**src/rtl/grad_accum_sched.sv**
```systemverilog
// Gradient accumulator: sums |green_h - green_v| over NUM_PAIRS pairs per window and
// presents the sum plus an edge flag downstream. Optional clipping via `GRAD_CLIP_EN.

module abs_diff #(
    parameter int pixelBitWidth = 14
) (
    input  logic [pixelBitWidth-1:0] a,
    input  logic [pixelBitWidth-1:0] b,
    output logic [pixelBitWidth-1:0] y
);
    assign y = (a >= b) ? (a - b) : (b - a);
endmodule

module grad_accum_sched #(
    parameter  int pixelBitWidth = 14,
    parameter  int NUM_PAIRS     = 4,
    localparam int CNT_W         = $clog2(NUM_PAIRS),
    localparam int ACC_W         = pixelBitWidth - 1 + CNT_W
) (
    input  logic                     clk,
    input  logic                     rst,
    input  logic                     in_valid,
    output logic                     in_ready,
    input  logic [pixelBitWidth-1:0] green_h,
    input  logic [pixelBitWidth-1:0] green_v,
    input  logic                     flush,
    input  logic [ACC_W-1:0]         threshold,
`ifdef GRAD_CLIP_EN
    input  logic [pixelBitWidth-2:0] clip_level,
`endif
    output logic                     out_valid,
    input  logic                     out_ready,
    output logic [ACC_W-1:0]         grad_sum,
    output logic                     edge_flag,
    output logic [CNT_W-1:0]         win_cnt
);

    typedef enum logic {
        ST_ACC  = 1'b0,
        ST_HOLD = 1'b1
    } state_t;

    state_t                   state_q, state_d;
    logic [ACC_W-1:0]         acc_q, acc_d;
    logic [CNT_W-1:0]         win_cnt_q, win_cnt_d;
    logic                     out_valid_q, out_valid_d;
    logic [ACC_W-1:0]         grad_sum_q, grad_sum_d;
    logic                     edge_flag_q, edge_flag_d;
    logic                     in_ready_q, in_ready_d;

    logic [pixelBitWidth-1:0] abs_full;
    logic                     abs_msb_unused;
    logic [pixelBitWidth-2:0] term_raw;
    logic [pixelBitWidth-2:0] term_sel;
    logic [ACC_W-1:0]         term;
    logic [ACC_W-1:0]         sum_full;
    logic                     accept;

`ifdef GRAD_CLIP_EN
    function automatic logic [pixelBitWidth-2:0] clip_term(
        input logic [pixelBitWidth-2:0] t,
        input logic [pixelBitWidth-2:0] lim
    );
        return (t > lim) ? lim : t;
    endfunction
`endif

    abs_diff #(
        .pixelBitWidth(pixelBitWidth)
    ) u_abs_diff (
        .a(green_h),
        .b(green_v),
        .y(abs_full)
    );

    // The abs term keeps only its low pixelBitWidth-1 bits; the MSB is dropped by design.
    assign abs_msb_unused = abs_full[pixelBitWidth-1];
    assign term_raw       = abs_full[pixelBitWidth-2:0];

`ifdef GRAD_CLIP_EN
    assign term_sel = clip_term(term_raw, clip_level);
`else
    assign term_sel = term_raw;
`endif

    assign term     = {{CNT_W{1'b0}}, term_sel};
    assign sum_full = acc_q + term;
    assign accept   = in_valid && in_ready_q;

    always_comb begin
        state_d     = state_q;
        acc_d       = acc_q;
        win_cnt_d   = win_cnt_q;
        out_valid_d = out_valid_q;
        grad_sum_d  = grad_sum_q;
        edge_flag_d = edge_flag_q;
        in_ready_d  = in_ready_q;

        case (state_q)
            ST_ACC: begin
                // flush has priority over an accept in the same cycle; the pair is dropped.
                if (flush) begin
                    acc_d     = '0;
                    win_cnt_d = '0;
                end else if (accept) begin
                    if (win_cnt_q == CNT_W'(NUM_PAIRS - 1)) begin
                        grad_sum_d  = sum_full;
                        edge_flag_d = (sum_full > threshold);
                        out_valid_d = 1'b1;
                        acc_d       = '0;
                        win_cnt_d   = '0;
                        in_ready_d  = 1'b0;
                        state_d     = ST_HOLD;
                    end else begin
                        acc_d     = sum_full;
                        win_cnt_d = win_cnt_q + CNT_W'(1);
                    end
                end
            end
            ST_HOLD: begin
                if (out_ready) begin
                    out_valid_d = 1'b0;
                    in_ready_d  = 1'b1;
                    state_d     = ST_ACC;
                end
            end
            default: begin
                state_d    = ST_ACC;
                in_ready_d = 1'b1;
            end
        endcase
    end

    always_ff @(posedge clk) begin
        if (rst) begin
            state_q     <= ST_ACC;
            acc_q       <= '0;
            win_cnt_q   <= '0;
            out_valid_q <= 1'b0;
            grad_sum_q  <= '0;
            edge_flag_q <= 1'b0;
            in_ready_q  <= 1'b1;
        end else begin
            state_q     <= state_d;
            acc_q       <= acc_d;
            win_cnt_q   <= win_cnt_d;
            out_valid_q <= out_valid_d;
            grad_sum_q  <= grad_sum_d;
            edge_flag_q <= edge_flag_d;
            in_ready_q  <= in_ready_d;
        end
    end

    assign in_ready  = in_ready_q;
    assign out_valid = out_valid_q;
    assign grad_sum  = grad_sum_q;
    assign edge_flag = edge_flag_q;
    assign win_cnt   = win_cnt_q;

endmodule

```
**config.mk**
```make
export PLATFORM = sky130hd
export DESIGN_NAME = grad_accum_sched
export DESIGN_NICKNAME = d
export VERILOG_FILES = /design/src/rtl/grad_accum_sched.sv
export SDC_FILE = /design/constraint.sdc
export NUM_CORES = 1
export LEC_CHECK = 0
export BUFFER_PORTS_ARGS = -buffer_cell sky130_fd_sc_hd__buf_2
export CELL_PAD_IN_SITES_DETAIL_PLACEMENT = 2
export CELL_PAD_IN_SITES_GLOBAL_PLACEMENT = 2
export CORE_MARGIN = 3
export CORE_UTILIZATION = 35
export DETAILED_ROUTE_END_ITERATION = 10
export PLACE_DENSITY = 0.87
export SETUP_SLACK_MARGIN = 0.15
export SYNTH_ARGS = -nofsm -noshare
export SYNTH_HDL_FRONTEND = slang
export SYNTH_SLANG_ARGS = --single-unit
```
**constraint.sdc**
```tcl
create_clock -name clk -period 7.8 [get_ports clk]
set_input_delay 1.17 -clock clk [delete_from_list [all_inputs] [get_ports clk]]
set_output_delay 1.17 -clock clk [all_outputs]
set_load 0.01 [all_outputs]
```
==> results of run 1 <==
==> worst max-delay path, stage by stage <==
cell	delay [ns]
buf_2	0.11
inv_1	0.05
ha_1	0.17
inv_1	0.06
fa_1	0.39
nand3_1	0.15
a211oi_1	0.10
nor3_1	0.40
o21bai_4	0.24
o31ai_1	0.36
xnor2_1	0.18
ha_1	0.31
a21oi_1	0.18
nor2b_1	0.06
a311oi_1	0.57
o31a_1	0.29
nor2b_1	0.18
xnor2_1	0.25
ha_1	0.32
nand4_1	0.13
nor2_1	0.13
a21oi_1	0.23
o211ai_1	0.12
a31oi_1	0.16
o21ai_0	0.10
==> registers in the layout (all words and copies together), names as in the netlist <==
| register | count |
|---|---|
| in_ready | 1 |
| grad_sum | 15 |
| win_cnt | 2 |
| acc_q | 15 |
| edge_flag | 1 |
| out_valid | 1 |
| state_q | 1 |
==> per-layer routing <==
metal,part of all wire (%),GRT usage [%]
met1,42,23.15
met4,1.8,5.365
met5,0,0
met3,3.1,2.082
met2,53,38.62
==> logic make-up (layout without fill, tap and decap cells) <==
kind of cell | after synthesis | in the layout | synth area share, %
compound gates | 131 | 131 | 24.60
xor+xnor | 21 | 21 | 5.278
fa+ha+maj | 58 | 58 | 21.47
buf+inv | 74 | 135 | 8.294
flops | 36 | 36 | 20.68
mux | 7 | 7 | 2.190
simple gates | 120 | 120 | 17.49
==> power by group <==
part	internal (W)	total, W	switching [W]
registers	0.000197	0.000207	0.0000101
clock network	0.0000946	0.000169	0.0000748
logic	0.000187	0.000462	0.000274
==> cell type report <==
class	count	area, um2	share of cell area (%)
flip-flops and latches	36	720.7	17.87
well taps	129	161.4	4.002
clock inverters	3	42.54	1.055
clock buffers	5	68.82	1.706
multi-input cells	337	2475	61.37
repair buffers	68	342.8	8.501
inverters	59	221.5	5.492
==> placed cells by master, fill, tap and decap left out, types with 4 or more instances in the layout <==
cell type / Yosys / layout
nand4_1: 8 / 8
inv_1: 59 / 59
nand3b_1: 4 / 4
xor2_1: 9 / 9
dfxtp_1: 36 / 36
a21o_1: 11 / 11
nor2b_1: 9 / 9
nor3_1: 6 / 6
or2_2: 5 / 5
a22o_1: 7 / 7
nor4_1: 5 / 5
ha_1: 55 / 55
o211ai_1: 8 / 8
nand2_1: 27 / 27
a211oi_1: 5 / 5
o31a_1: 4 / 4
mux2i_1: 5 / 5
nor3b_1: 5 / 5
o21ai_0: 17 / 17
xnor2_1: 12 / 12
nor2_1: 32 / 32
clkbuf_8: 0 / 5
nand3_1: 5 / 5
buf_2: 5 / 67
nand2b_1: 4 / 4
o21a_1: 4 / 4
a22oi_1: 6 / 6
o21bai_1: 6 / 6
a21oi_1: 47 / 47
==> through the flow <==
step / total power [W] / cells
floorplan: 0.0005349 / 447
global placement: 0.0006294 / 629
detailed placement: 0.0006661 / 629
CTS: 0.0008426 / 637
global route: 0.0009035 / 637
finish: 0.0008381 / 637
==> how the worst min path moves through the flow <==
stage	startpoint	end	slack [ns]	depth (start not counted)
floorplan	acc_q[10]	acc_q[10]	0.45	1
global placement	grad_sum[6]	grad_sum[6]	0.44	2
detailed placement	grad_sum[6]	grad_sum[6]	0.45	2
CTS	grad_sum[6]	grad_sum[6]	0.46	2
global route	grad_sum[3]	grad_sum[3]	0.50	2
finish	grad_sum[6]	grad_sum[6]	0.46	2
==> key figures, run 1 <==
Setup path
  – Worst Path Required: 7.99 ns
  – Nature of the critical path endpoint: register
  – WS Path Type: input pin to register
  – Crit Path Max Fanout: 17
  – Crit path to: edge_flag
  – Reg-to-Reg End: edge_flag
  – WP data arrival: 6.41 ns
  – Crit. Startpoint: green_h[0]
  – R2r setup slk: 4.18 ns
  – R2r worst-path depth: 16
  – Critical Path Source Type: input pin
  – Worst r2r src: acc_q[0]

Yosys
  – Ys flop type: dfxtp_1
  – Synth top area share: 20.68%
  – Yosys cell types: 52
  – Largest cells by area after synthesis: dfxtp_1 21%, ha_1 20%, a21oi_1 6.8%, inv_1 6.4%, nor2_1 3.4%
  – Most common cell in the synthesized netlist: inv_1
  – Yosys warns: 0
  – Area leader, netlist: dfxtp_1
  – Synthesized area per cell: 7.796 um2
  – Async S/R FF share, synth: 0%
  – Post-synthesis net count: 553
  – Sequential area share after synthesis: 20.68%
  – Post-Syn Instances: 447
  – Most frequent cells after synthesis: 59 x inv_1, 55 x ha_1, 47 x a21oi_1
  – Synth Register Bits: 36
  – Cell Area, Synth: 0.003485 mm2
  – EDFF count, synth: 0

Pwr
  – PwrDens: 207.8 mW/mm2
  – Pleak: 2.004 nW
  – VDD IR-drop max: 70.30 uV

Place
  – Detailed placement HPWL: 8949 um
  – Place WS: 1.403 ns
  – Placed inst area: 0.003921 mm2
  – # port buffers: 67
  – Final RePlAce weighted congestion: 0.7836

Cells and area
  – Area Overhead vs Synth: 15.73%
  – Post-route cell area: 0.004033 mm2
  – Fillers: 1139
  – Final net count: 613
  – Util after Layout: 42.63%
  – Share of cells above drive strength 1: 17.13%
  – Number of antenna diodes: 0

Die
  – Die Ht: 105.8 um
  – Rows: 35
  – Core area: 0.009459 mm2
  – IO Count: 68
  – Die width: 105.8 um
  – Starting Density: 36.84%
  – Die area: 0.01119 mm2

Timing
  – Final worst slack: 1.577 ns
  – Tmin final: 6.223 ns
  – Skew final: 0.002144 ns
  – Rel. slew slack: 42.54%
  – Final hold violations: 0
  – Fmax: 0.1607 GHz
  – Setup TNS: 0 ns
  – WHS: 0.4554 ns
  – RSZ-0062 raised after global routing: no
  – Slew at the pin closest to its max-slew limit: 0.8554 ns
  – Final Cycle Share: 79.78%
  – Final slew viol count: 0
  – Final setup viols: 0

Routing
  – Antenna Nets Post-Route: 0
  – DR iter-0 viols: 53
  – DRC Markers: 0
  – Drt pass-1 iters: 4
  – Drt total wl: 10910 um
  – Via-per-instance ratio: 5.363
  – Via count: 3416
  – DR WL/cell: 17.13 um

CTS
  – Hold_buf cts: 0
  – Post-CTS Setup Repair Bufs: 0
  – Longest Clk Path Bufs: 2
  – Clock Latency Late Sink: 0.30 ns
  – CTS Root Buffer Type: clkbuf_8
  – Num Clock Sinks: 36
  – TritonCTS clock tree: done
  – Post_cts resized: 0
  – H-Tree Depth: 2
  – Clk slew on worst S/H paths: 0.08 ns
  – Total CTS buffers: 5

GRT
  – Aggregate global-route resource usage: 20.01%
  – Global-route wire length before repair: 18490 um
  – Initial antenna violation count: 0
  – Vias in the first global route: 3811
  – Grt ovf: 0
  – Largest net degree at the start of global routing: 34

Status
  – Outcome: completed

Flow run
  – Maxcap violations: 0

Hold path
  – Hold Path Class: register to register
Power figures use the tool's default switching activity.
==> run 2: changes to the inputs <==
CORE_UTILIZATION = 32   (was 35)
PLACE_DENSITY = 0.8   (was 0.87)
clock period = 6.3 ns   (was 7.8 ns; I/O delays follow)
==> key figures, run 2 (synthesis gave the netlist of run 1 again) <==
Status
  – Outcome: completed

Routing
  – Max Used Layer: met4
  – Via-per-instance ratio: 5.259
  – Wire length on met3: 325 um
  – DR WL/cell: 16.30 um
  – Antenna Nets Post-Route: 0
  – DR iter-0 viols: 116
  – Metal-1 WL: 4820 um
  – Via count: 3408
  – Met2 wire length: 5301 um
  – Drt pass-1 iters: 4
  – DRC Markers: 0
  – Drt total wl: 10560 um

Hold path
  – Hold Path Class: register to register
  – Hold path startpoint: grad_sum[2]

Timing
  – Final hold violations: 0
  – Final setup viols: 0
  – Slew at the pin closest to its max-slew limit: 0.7902 ns
  – Final slew viol count: 0
  – Skew final: 0.003369 ns
  – Final Cycle Share: 91.28%
  – Setup TNS: 0 ns
  – Tmin final: 5.751 ns
  – WHS: 0.4590 ns
  – RSZ-0062 raised after global routing: no
  – Fmax: 0.1739 GHz
  – Rel. slew slack: 46.92%

Pwr
  – VDD IR-drop max: 111.2 uV
  – PwrDens: 256.6 mW/mm2
  – Pleak: 2.024 nW

Die
  – Die width: 110.4 um
  – Die Ht: 110.4 um
  – Core area: 0.01046 mm2
  – Starting Density: 33.31%
  – Rows: 37
  – Die area: 0.01218 mm2
  – IO Count: 68

Setup path
  – Nature of the critical path endpoint: register
  – Crit Path Max Fanout: 10
  – CP top delay family: compound AO/OA/AOI/OAI gates
  – Worst Path Required: 6.48 ns
  – Crit. Startpoint: green_h[3]
  – Cells along the critical path: buf_2 -> inv_1 -> ha_1 -> a21oi_1 -> a211oi_1 -> nor3_1 -> o21bai_4 -> mux2i_1 -> xnor2_1 -> ha_1 -> nor2b_1 -> o31a_1 -> o31a_1 -> o31ai_2 -> o21bai_1 -> xor2_1 -> ha_1 -> a21oi_1 -> nor2b_1 -> o21ai_0 -> o211ai_1 -> a31oi_1 -> o21ai_0
  – Worst r2r src: acc_q[0]
  – Worst Path Buf+Inv: 2
  – Most frequent CP cell: ha_1
  – WP data arrival: 5.93 ns
  – Crit path max-delay cell type: ha_1
  – WS Path Type: input pin to register
  – Crit-path max cell delay: 0.45 ns
  – Critical Path Source Type: input pin

Place
  – Detailed placement HPWL: 8799 um
  – # port buffers: 67
  – Final RePlAce weighted congestion: 0.7881

CTS
  – Post_cts resized: 0
  – CTS Root Buffer Type: clkbuf_8
  – Num Clock Sinks: 36
  – Longest Clk Path Bufs: 2
  – Total CTS buffers: 5
  – TritonCTS clock tree: done
  – Clk slew on worst S/H paths: 0.08 ns
  – Clock Latency Late Sink: 0.29 ns
  – H-Tree Depth: 2

GRT
  – Initial antenna violation count: 0
  – Largest net degree at the start of global routing: 34
  – Global-route wire length before repair: 17670 um
  – Aggregate global-route resource usage: 18.02%
  – Grt ovf: 0
  – Vias in the first global route: 3608

Flow run
  – Maxcap violations: 0

Cells and area
  – Share of cells above drive strength 1: 17.77%
  – FF+latch area: 720.7 um2
  – Final net count: 617
  – Area Overhead vs Synth: 16.84%
  – Fillers: 1257
  – Most frequent cells in the layout: 67 x buf_2, 59 x inv_1, 55 x ha_1
  – Footprint of the multi-input gates: 0.002475 mm2
  – Commonest non-fill, non-tap cell in the layout: buf_2
  – Number of antenna diodes: 0
-- run 2: per-layer routing --
| layer | vias up | global-route usage, % |
|---|---|---|
| met5 | - | 0 |
| met1 | 1643 | 22.27 |
| met3 | 10 | 1.165 |
| li1 | 1693 | - |
| met4 | 0 | 4.134 |
| met2 | 62 | 33.97 |
-- run 2: worst paths after layout --
| check | end | slack [ns] | cells after the start |
|---|---|---|---|
| worst max register to register | edge_flag | 2.79 | 16 |
| worst min register to register | grad_sum[2] | 0.46 | 2 |
| worst min-delay path | grad_sum[2] | 0.46 | 2 |
| worst max-delay path | edge_flag | 0.55 | 23 |
-- run 2: where the power goes --
group | total, W | leakage (nW) | internal, W | switching [W]
clock network | 0.000207 | 0.0541 | 0.000117 | 0.0000897
logic | 0.000581 | 1.68 | 0.000244 | 0.000337
registers | 0.000257 | 0.292 | 0.000244 | 0.0000130
-- run 2: stage by stage --
stage	total power (W)	cells	area [um2]	util, %	setup slack, ns
global placement	0.0008000	638	3945	37.71	0.3778
floorplan	0.0006623	447	3485	-	1.069
finish	0.001045	648	4071	38.91	0.5493
global route	0.001144	648	4071	38.91	0.1868
detailed placement	0.0008383	638	3945	37.71	0.2710
CTS	0.001056	646	4056	38.77	0.5324
-- run 2: worst min-delay path, stage by stage, from the launching register on --
cell	delay, ns
dfxtp_1	0.31
nand2_1	0.05
a21oi_1	0.05
-- run 2: final cells by class --
class | instances | share of cell area [%]
clock buffers | 5 | 1.690
clock inverters | 3 | 1.045
inverters | 59 | 5.439
multi-input cells | 337 | 60.79
flip-flops and latches | 36 | 17.70
well taps | 136 | 4.179
repair buffers | 72 | 9.158
-- run 2: repair_timing --
item,in CTS,in global routing
endpoints found under the setup margin,0,1
hold buffers,0,0
buffers inserted,0,2
==> run 3: changes to the inputs <==
REMOVE_ABC_BUFFERS = 1   (was unset)
==> key figures, run 3 (synthesis gave the netlist of run 1 again) <==
Status
  – Outcome: completed

Setup path
  – Nature of the critical path endpoint: register
  – Most frequent CP cell: ha_1
  – Worst Path Buf+Inv: 2
  – Critical Path Source Type: input pin
  – WS Path Type: input pin to register
  – WP data arrival: 5.85 ns
  – Crit-path max cell delay: 0.45 ns
  – Crit Path Max Fanout: 11
  – Cells along the critical path: buf_2 -> inv_1 -> ha_1 -> a21oi_1 -> a211oi_2 -> nor3_2 -> o21bai_4 -> mux2i_1 -> xnor2_1 -> ha_1 -> nor2b_1 -> o31a_1 -> o31a_1 -> o31ai_2 -> o21bai_1 -> xor2_1 -> ha_1 -> a21oi_1 -> nor2b_1 -> o21ai_0 -> o211ai_1 -> a31oi_1 -> o21ai_0
  – Crit path max-delay cell type: ha_1
  – Worst Path Required: 6.49 ns
  – CP top delay family: compound AO/OA/AOI/OAI gates

Timing
  – WHS: 0.4592 ns
  – Rel. slew slack: 46.82%
  – Final slew viol count: 0
  – Fmax: 0.1765 GHz
  – Setup TNS: 0 ns
  – RSZ-0062 raised after global routing: no
  – Tmin final: 5.667 ns
  – Final hold violations: 0
  – Skew final: 0.002873 ns
  – Final setup viols: 0
  – Slew at the pin closest to its max-slew limit: 0.7917 ns
  – Final Cycle Share: 89.94%
  – Final worst slack: 0.6335 ns

Cells and area
  – Fillers: 1279
  – Area Overhead vs Synth: 17.16%
  – Non-filler cells, final: 651
  – Util after Layout: 39.02%
  – Share of cells above drive strength 1: 18.25%
  – Footprint of the multi-input gates: 0.002485 mm2
  – Most frequent cells in the layout: 67 x buf_2, 59 x inv_1, 55 x ha_1
  – Commonest non-fill, non-tap cell in the layout: buf_2
  – Final net count: 620
  – Number of antenna diodes: 0
  – FF+latch area: 720.7 um2

Die
  – Starting Density: 33.31%
  – Die width: 110.4 um
  – Rows: 37
  – IO Count: 68
  – Core area: 0.01046 mm2
  – Die area: 0.01218 mm2
  – Die Ht: 110.4 um

Pwr
  – PwrDens: 248.4 mW/mm2
  – Pleak: 2.032 nW
  – VDD IR-drop max: 108.7 uV

Routing
  – Antenna Nets Post-Route: 0
  – Drt total wl: 10710 um
  – DR WL/cell: 16.45 um
  – DRC Markers: 0
  – Via-per-instance ratio: 5.181
  – Drt pass-1 iters: 4
  – DR iter-0 viols: 92
  – Via count: 3373

CTS
  – H-Tree Depth: 2
  – Clk slew on worst S/H paths: 0.07 ns
  – Num Clock Sinks: 36
  – Longest Clk Path Bufs: 2
  – Total CTS buffers: 5
  – Hold_buf cts: 0
  – CTS Root Buffer Type: clkbuf_8
  – TritonCTS clock tree: done
  – Clock Latency Late Sink: 0.30 ns

Flow run
  – Maxcap violations: 0

Place
  – Placed cells: 638
  – Place WS: 0.09010 ns
  – Final RePlAce weighted congestion: 0.7803
  – # port buffers: 67
  – Detailed placement HPWL: 8957 um

Hold path
  – Hold Path Class: register to register

GRT
  – Largest net degree at the start of global routing: 34
  – Grt ovf: 0
  – Initial antenna violation count: 0
  – Vias in the first global route: 3720
  – Global-route wire length before repair: 17680 um
  – Aggregate global-route resource usage: 18.17%
==> run 3: area by class of cell <==
cell class | count | share of cell area [%]
Clock buffer | 8 | 2.207
Inverter | 59 | 5.424
Multi-Input combinational cell | 337 | 60.86
Sequential cell | 36 | 17.65
Tap cell | 136 | 4.168
Timing Repair Buffer | 75 | 9.684
==> run 3: tightest hold or removal path, stage by stage (launching register included) <==
cell     delay [ns]
dfxtp_1        0.31
nand2_1        0.05
a21oi_1        0.06
==> run 3: repair_timing <==
item	in CTS	in global routing
endpoints found under the setup margin	0	1
setup buffers	0	5
gates resized for setup	0	2
==> run 3: final timing paths <==
check / from / endpoint / slack (ns) / cells past startpoint
worst max-delay path: green_h[3] / edge_flag / 0.63 / 23
worst min-delay path: grad_sum[0] / grad_sum[0] / 0.46 / 2
worst max register to register: acc_q[0] / edge_flag / 2.76 / 16
worst min register to register: grad_sum[0] / grad_sum[0] / 0.46 / 2
==> run 3: per-layer routing <==
| layer | vias up | global-route usage [%] | wire, um |
|---|---|---|---|
| li1 | 1687 | - | - |
| met1 | 1627 | 21.29 | 4739 |
| met2 | 52 | 35.44 | 5576 |
| met3 | 7 | 1.805 | 310 |
| met4 | 0 | 3.694 | 85 |
| met5 | - | 0 | 0 |
==> run 3: through the flow <==
stage               cell area, um2  power (W)
finish                        4083   0.001014
floorplan                     3417  0.0006574
detailed placement            3945  0.0008433
global placement              3945  0.0007993
CTS                           4035   0.001023
global route                  4083   0.001108
==> run 3: where the power goes <==
part / switching [W] / internal (W) / leakage, nW / total, W
Sequential: 0.0000124 / 0.000244 / 0.292 / 0.000256
Clock: 0.0000842 / 0.0000892 / 0.0455 / 0.000173
Combinational: 0.000337 / 0.000248 / 1.69 / 0.000584
